[config.mk]
export PLATFORM = sky130hd
export DESIGN_NAME = led_mode_sequencer
export DESIGN_NICKNAME = d
export VERILOG_FILES = /design/src/rtl/led_mode_sequencer.sv
export SDC_FILE = /design/constraint.sdc
export NUM_CORES = 1
export LEC_CHECK = 0
export CELL_PAD_IN_SITES_DETAIL_PLACEMENT = 0
export CELL_PAD_IN_SITES_GLOBAL_PLACEMENT = 1
export CORE_ASPECT_RATIO = 0.8
export CORE_MARGIN = 2
export CORE_UTILIZATION = 30
export CTS_BUF_LIST = sky130_fd_sc_hd__clkbuf_16
export DETAILED_ROUTE_END_ITERATION = 8
export PLACE_DENSITY_LB_ADDON = 0.25
export SYNTH_ARGS = -nofsm -noshare
export SYNTH_HDL_FRONTEND = slang
export SYNTH_SLANG_ARGS = --single-unit
[constraint.sdc]
create_clock -name clk -period 2.8 [get_ports clk]
set_clock_uncertainty 0.15 [all_clocks]
set_input_delay 0.56 -clock clk [delete_from_list [all_inputs] [get_ports clk]]
set_output_delay 0.56 -clock clk [all_outputs]
set_load 0.03 [all_outputs]
[src/rtl/led_mode_sequencer.sv]
// LED mode sequencer: debounced buttons drive a COUNT/SHIFT/BOUNCE/BREATHE display FSM.
// Define LED_RGB_DIM_EN to dim the RGB indicator LEDs to 1/8 duty.
module led_mode_sequencer #(
  parameter int LOG2DELAY     = 18,
  parameter int DEBOUNCE_BITS = 16,
  parameter int PWM_BITS      = 8
) (
  input  logic       clk,
  input  logic       rst_n,
  input  logic [1:0] sw,
  input  logic [3:0] btn,
  output logic [3:0] led,
  output logic       led4_r,
  output logic       led4_g,
  output logic       led4_b,
  output logic       led5_r,
  output logic       led5_g,
  output logic       led5_b
);

  localparam logic [1:0] M_COUNT   = 2'd0;
  localparam logic [1:0] M_SHIFT   = 2'd1;
  localparam logic [1:0] M_BOUNCE  = 2'd2;
  localparam logic [1:0] M_BREATHE = 2'd3;

  logic [5:0] meta_q, sync_q;
  logic [1:0] sw_s;
  logic [3:0] btn_s;

  logic [3:0]                    db_q, db_d;
  logic [3:0][DEBOUNCE_BITS-1:0] dbc_q, dbc_d;
  logic [3:0]                    evt_q, evt_d;

  logic [LOG2DELAY-1:0] pre_q, pre_d;
  logic [PWM_BITS-1:0]  pwm_q, pwm_d;
  logic [PWM_BITS-1:0]  duty_q, duty_d;
  logic [3:0]           val_q, val_d;
  logic [3:0]           led_q, led_d;
  logic [1:0]           mode_q, mode_d;
  logic                 run_q, run_d;
  logic                 up_q, up_d;

  logic tick, adv;
  logic [2:0] col4, col5;
  logic rgb_on;

  assign {btn_s, sw_s} = sync_q;

  always_ff @(posedge clk) begin
    if (!rst_n) begin
      meta_q <= '0;
      sync_q <= '0;
    end else begin
      meta_q <= {btn, sw};
      sync_q <= meta_q;
    end
  end

  // Level flips only after 2**DEBOUNCE_BITS disagreeing cycles in a row
  always_comb begin
    db_d  = db_q;
    dbc_d = dbc_q;
    evt_d = '0;
    for (int i = 0; i < 4; i++) begin
      if (btn_s[i] != db_q[i]) begin
        if (&dbc_q[i]) begin
          db_d[i]  = btn_s[i];
          dbc_d[i] = '0;
          evt_d[i] = btn_s[i];
        end else begin
          dbc_d[i] = dbc_q[i] + DEBOUNCE_BITS'(1);
        end
      end else begin
        dbc_d[i] = '0;
      end
    end
  end

  assign tick = sw_s[1] ? &pre_q[LOG2DELAY-3:0] : &pre_q;
  assign adv  = (tick & run_q) | (evt_q[2] & ~run_q);

  always_comb begin
    mode_d = mode_q;
    run_d  = run_q;
    val_d  = val_q;
    duty_d = duty_q;
    up_d   = up_q;
    pre_d  = pre_q + LOG2DELAY'(1);
    pwm_d  = pwm_q + PWM_BITS'(1);
    if (evt_q[3]) begin
      val_d  = (mode_q == M_SHIFT || mode_q == M_BOUNCE) ? 4'b0001 : 4'b0000;
      duty_d = '0;
      up_d   = 1'b1;
      pre_d  = '0;
    end else if (evt_q[0]) begin
      mode_d = mode_q + 2'd1;
      val_d  = (mode_d == M_SHIFT || mode_d == M_BOUNCE) ? 4'b0001 : 4'b0000;
      duty_d = '0;
      up_d   = 1'b1;
    end else if (evt_q[1]) begin
      run_d = ~run_q;
    end else if (adv) begin
      unique case (mode_q)
        M_COUNT:
          val_d = sw_s[0] ? val_q - 4'd1 : val_q + 4'd1;
        M_SHIFT:
          val_d = sw_s[0] ? {val_q[0], val_q[3:1]}
                          : {val_q[2:0], val_q[3]};
        M_BOUNCE: begin
          if (val_q[3]) begin
            val_d = 4'b0100;
            up_d  = 1'b0;
          end else if (val_q[0]) begin
            val_d = 4'b0010;
            up_d  = 1'b1;
          end else begin
            val_d = up_q ? val_q << 1 : val_q >> 1;
          end
        end
        M_BREATHE: begin
          if (up_q) begin
            duty_d = duty_q + PWM_BITS'(1);
            if (&duty_d) up_d = 1'b0;
          end else begin
            duty_d = duty_q - PWM_BITS'(1);
            if (duty_d == '0) up_d = 1'b1;
          end
        end
      endcase
    end
    led_d = (mode_q == M_BREATHE) ? {4{pwm_q < duty_q}} : val_q;
  end

  always_ff @(posedge clk) begin
    if (!rst_n) begin
      db_q   <= '0;
      dbc_q  <= '0;
      evt_q  <= '0;
      pre_q  <= '0;
      pwm_q  <= '0;
      duty_q <= '0;
      val_q  <= '0;
      led_q  <= '0;
      mode_q <= M_COUNT;
      run_q  <= 1'b1;
      up_q   <= 1'b1;
    end else begin
      db_q   <= db_d;
      dbc_q  <= dbc_d;
      evt_q  <= evt_d;
      pre_q  <= pre_d;
      pwm_q  <= pwm_d;
      duty_q <= duty_d;
      val_q  <= val_d;
      led_q  <= led_d;
      mode_q <= mode_d;
      run_q  <= run_d;
      up_q   <= up_d;
    end
  end

  always_comb begin
    col4 = 3'b100;
    unique case (mode_q)
      M_COUNT:   col4 = 3'b100;
      M_SHIFT:   col4 = 3'b010;
      M_BOUNCE:  col4 = 3'b001;
      M_BREATHE: col4 = 3'b111;
    endcase
    col5 = run_q ? 3'b010 : 3'b100;
  end

`ifdef LED_RGB_DIM_EN
  logic [2:0] dim_q, dim_d;
  assign dim_d = dim_q + 3'd1;
  always_ff @(posedge clk) begin
    if (!rst_n) dim_q <= '0;
    else        dim_q <= dim_d;
  end
  assign rgb_on = (dim_q == 3'd0);
`else
  assign rgb_on = 1'b1;
`endif

  assign led = led_q;
  assign {led4_r, led4_g, led4_b} = col4 & {3{rgb_on}};
  assign {led5_r, led5_g, led5_b} = col5 & {3{rgb_on}};

endmodule

=== Yosys cells after proc, flatten, opt, wreduce, memory -nomap -nowiden ===
Cells that the tools add are included.

* Register bits after elaboration: 130
* Bits of input ports: 8
* Word-level logic and storage cells: 113

* Reduce and logical (&&, ||, !) cells: 33
* Multiplexer cells: 23
* Bitwise gates (word level): 12
* Add/subtract/negate cells: 11
* Equal/unequal tests: 11
* Magnitude comparators: 1

{| class="wikitable"
|+ Operators with widths
! cell !! count
|-
| $reduce_and 18->1 || 5
|-
| $reduce_and 16->1 || 5
|-
| $reduce_and 17->1 || 4
|-
| $add 16x1->16 const B || 4
|-
| $mux 4 || 10
|-
| $add 18x1->18 const B || 1
|-
| $add 8x1->8 const B || 2
|-
| $reduce_or 3->1 || 5
|-
| $pmux 3 s4 || 1
|-
| $pmux 4 s3 || 1
|-
| $not 1->1 || 9
|-
| $reduce_and 3->1 || 3
|-
| $logic_not 8->1 || 1
|-
| $lt 8x8->1 || 1
|-
| $mux 1 || 8
|-
| $mux 8 || 1
|-
| $reduce_and 8->1 || 1
|-
| $sub 8x1->8 const B || 1
|-
| $eq 2x2->1 const B || 3
|-
| $reduce_bool 5->1 || 1
|-
| $add 4x1->4 const B || 1
|-
| $eq 2x1->1 const B || 2
|-
| $ne 1x1->1 || 4
|-
| $reduce_and 4->1 || 1
|-
| other kinds (14) || 16
|}

=== Longest topological paths before layout ===
* Word-level depth: 8
* Depth in mapped cells: 8
* Mapped depth without buffers: 8

=== Least setup slack after synthesis ===
Ideal clock, no wire load.

* Path type: reg-to-reg
* Start point: register run_q
* End point: register duty_q[2]
* Period minus slack after synthesis: 2461 ps
* Data arrival time: 2240 ps
* Required time: 2579 ps
* Cell stages (with the launch flop): 7
* Path slack: 339 ps
* Path through: dfxtp_1 -> inv_1 -> or4_4 -> o32ai_4 -> nand2_4 -> or3_1 -> a21oi_1

* Word-level cells in the longest chain between the ends: 4

{| class="wikitable"
|+ Ends and longest elaborated chain
! element !! line !! text
|-
| from (decl) || 40 || <nowiki>logic run_q, run_d;</nowiki>
|-
| from (signal assigned) || 157 || <nowiki>run_q <= run_d;</nowiki>
|-
| $not 1->1 || 80 || <nowiki>assign adv = (tick & run_q) | (evt_q[2] & ~run_q);</nowiki>
|-
| $and 1x1->1 || 80 ||
|-
| $or 1x1->1 * || 80 ||
|-
| $reduce_and 3->1 (no source line) * || - ||
|-
| to (signal assigned) || 153 || <nowiki>duty_q <= duty_d;</nowiki>
|-
| to (decl) || 36 || <nowiki>logic [PWM_BITS-1:0] duty_q, duty_d;</nowiki>
|}

Mark *: on every way between the ends. The rest lies on a longest branch, timed or not.
A chain may end at the register's enable or synchronous reset.

=== Worst setup path in the final report ===
* Start point: register mode_q[0]
* End point: output port led4_g

* Word-level cells in the longest chain between the ends: 2

{| class="wikitable"
|+ Ends and longest elaborated chain
! element !! line !! text
|-
| from (decl) || 39 || <nowiki>logic [1:0] mode_q, mode_d;</nowiki>
|-
| from (signal assigned) || 156 || <nowiki>mode_q <= mode_d;</nowiki>
|-
| $eq 2x2->1, or another cell as far along || 164 || <nowiki>unique case (mode_q)</nowiki>
|-
| $pmux 3 s4 * || 164 ||
|-
| to (decl) || 14 || <nowiki>output logic led4_g,</nowiki>
|}

Marked as above.

==> out/metrics.yaml <==
layout:
  layout.cells.non_filler: 959
  layout_common_cells: "130 x dfxtp_1, 106 x nor2_1, 53 x xor2_1, 49 x nand3_1, 42 x nand2_1"
  final_util_pct: 35.8
  final_common_cell: "dfxtp_1"
  syn2layout_area_growth_pct: 16.2
  drive_above_1_share_pct: 5.42
  finalNetCount: 723
  antenna_cells: 0
  design_area_um2: 6860
routing:
  avgRoutedWirePerCell_um: 12.2
  num_vias: 4402
  drt_first_iter_violations: 213
  firstDrtPassIters: 4
  wirelength_um: 11700
  ant_nets: 0
  vias_per_cell: 4.59
  drc_errors: 0
synthesis:
  synth_top_family_by_area: "simple AND/OR/NAND/NOR gates"
  synth_top_area_cell: "dfxtp_1"
  ys_ff_latch: 130
  ys.flop_type: "dfxtp_1"
  synth_compound_area_share_pct: 6.95
  synth_nets: 701
  synth_top_area_share_pct: 44.1
  syn_avg_cell_area_um2: 8.82
  synthMuxAreaShare_pct: 1.40
  yosysWarningCount: 0
  synthXorXnorAreaFrac_pct: 13.4
  synthCells: 669
  synthSimpleGateAreaFrac_pct: 26.0
  ys_types: 51
  synth-edff-count: 0
  seq_area_frac_synth_pct: 44.1
  synth_fa_ha_area_share_pct: 5.22
  ys_async_sr_fraction_pct: 0
  synth_area_leaders: "dfxtp_1 44%, xor2_1 7.9%, nor2_1 6.7%, xnor2_1 5.5%, ha_1 4.9%"
  synth_area_um2: 5900
place:
  numPortBuffers: 16
  post_dp_cell_area_um2: 6350
  place_ws_ns: 0.327
  gp_congestion: 0.794
  post-dp-hpwl_um: 8170
  dp.cells: 930
critical_path:
  crit_path_end: "led4_g"
  critPathLaunchType: "flop"
  critPathLaunch: "mode_q[0]"
  crit_type: "reg2out"
  rr_worst_depth: 6
  reg2reg_from: "duty_q[2]"
  timing.rr.end: "up_q"
  rrSetupSlack_ns: 0.45
  crit_path_max_fanout: 5
  crit_arrival_ns: 1.98
  end_kind: "output pin"
  cp_data_required_time_ns: 2.09
cts:
  numCtsBuffers: 17
  holdBufCountCts: 0
  clkSinkCount: 130
  root_buffer: "clkbuf_16"
  htreeDepth: 4
  clk_path_buf_depth: 2
  cts_tree: "yes"
  insertion_delay_ns: 0.42
  cts.reportedPaths.clkPinSlew_ns: 0.05
power_and_ir_drop:
  p_per_area_nw_per_um2: 569
  vdd_drop_max_v: 0.000237
  totalPowerFinal_mw: 3.91
  p_leak_nw: 2.56
floorplanning:
  die_area_um2: 20800
  io_pins: 18
  fp-row-count: 45
  die_h_um: 129
  initial_core_util_pct: 30.8
  fp.dieW_um: 161
  coreArea_um2: 19100
sta:
  setup_viol: 0
  period_needed_ns: 2.69
  finalSetupTns_ns: 0
  worst_slew_pin_slew_ns: 0.679
  whs_ns: 0.282
  finalMaxSlewViolations: 0
  rsz0062_at_grt: "false"
  worst_slack_ns: 0.114
  period_share_pct: 95.9
  finalHoldViolCount: 0
  clock.fmax_mhz: 372
  slew_headroom_pct: 54.7
global_routing:
  gr-usage-all-layers_pct: 12.0
  antenna_found_initial: 0
  grtUsageMet2_pct: 19.1
  use_met3_pct: 3.17
  grt_max_degree: 29
  globalRouteMet1Util_pct: 15.2
  grt_pass1_vias: 4316
  grt.busiest_layer: "met2"
  grt_pass1_wl_um: 20000
  overflow: 0
flow_run:
  maxCapViolCount: 0
status:
  status: "completed"
worst_hold_path:
  holdCritPathClass: "reg2reg"
  min_from: "meta_q[2]"
-- worst max-delay path, cell delays in order (launching register included) --
cell and delay [ns]:
dfxtp_1 0.40, inv_1 0.11, ha_1 0.26, nor2_1 0.12, clkdlybuf4s50_1 0.67
-- how the worst min path moves through the flow --
stage / end / depth (start not counted)
after floorplan: sync_q[0] / 1
after global placement: sync_q[4] / 1
after detailed placement: sync_q[5] / 1
after CTS: sync_q[5] / 1
after global routing: sync_q[5] / 1
final: sync_q[2] / 1
-- final cells by class --
class	count	area (µm²)
Clock inverter	12	81.3
Clock buffer	17	425
Inverter	25	93.8
Tap cell	258	323
Multi-Input combinational cell	495	3130
Timing Repair Buffer	22	206
Fill cell	1974	12300
Sequential cell	130	2600
-- kinds of logic after synthesis --
family / after synthesis
AO/OA/AOI/OAI: 63
XOR/XNOR: 90
multiplexers: 8
flip-flops: 130
other: 1
buffers and inverters: 44
adder cells (fa/ha/maj): 24
AND/OR/NAND/NOR: 309
-- Yosys cell counts, types with 2 or more instances --
master and instances:
o21ai_0 16, nand3_1 49, nor2b_1 16, a21oi_1 21
xor2_1 53, mux2i_1 6, dfxtp_1 130, mux2_2 2
nand4_1 16, and4_1 4, and2_1 24, ha_1 23
xnor2_1 37, a211o_1 2, o31ai_1 3, o211ai_1 2
clkbuf_1 16, nand2_1 42, nor2_1 106, and3_1 16
nor3_1 4, nand2b_1 8, inv_1 24, nor3b_1 2
a21o_1 5, nor4_1 4, or3_1 10, a31oi_1 4
buf_2 2
-- routing by layer --
| metal | up-vias | wire length, µm |
|---|---|---|
| met5 | - | 0 |
| met2 | 44 | 5100 |
| met4 | 0 | 208 |
| met3 | 14 | 320 |
| li1 | 2287 | - |
| met1 | 2057 | 6070 |
-- sequential cells by signal, indices dropped and copies added, names as in the netlist --
register	flops
db_q	4
dbc_q	64
duty_q	8
evt_q	4
led	4
meta_q	6
mode_q	2
pre_q	18
pwm_q	8
run_q	1
sync_q	6
up_q	1
val_q	4
-- repair_timing --
item,in CTS,in global routing
endpoints found under the setup margin,1,1
endpoints found under the hold margin,0,0
buffers inserted,0,0
resized for setup,1,1
-- power breakdown --
part | switching, mW | leakage (nW) | total (mW) | internal, mW
sequential | 0.0133 | 1.05 | 1.88 | 1.87
combinational | 0.0421 | 1.25 | 0.0747 | 0.0326
clock | 0.776 | 0.258 | 1.95 | 1.17
(Power assumes the default switching activity.)
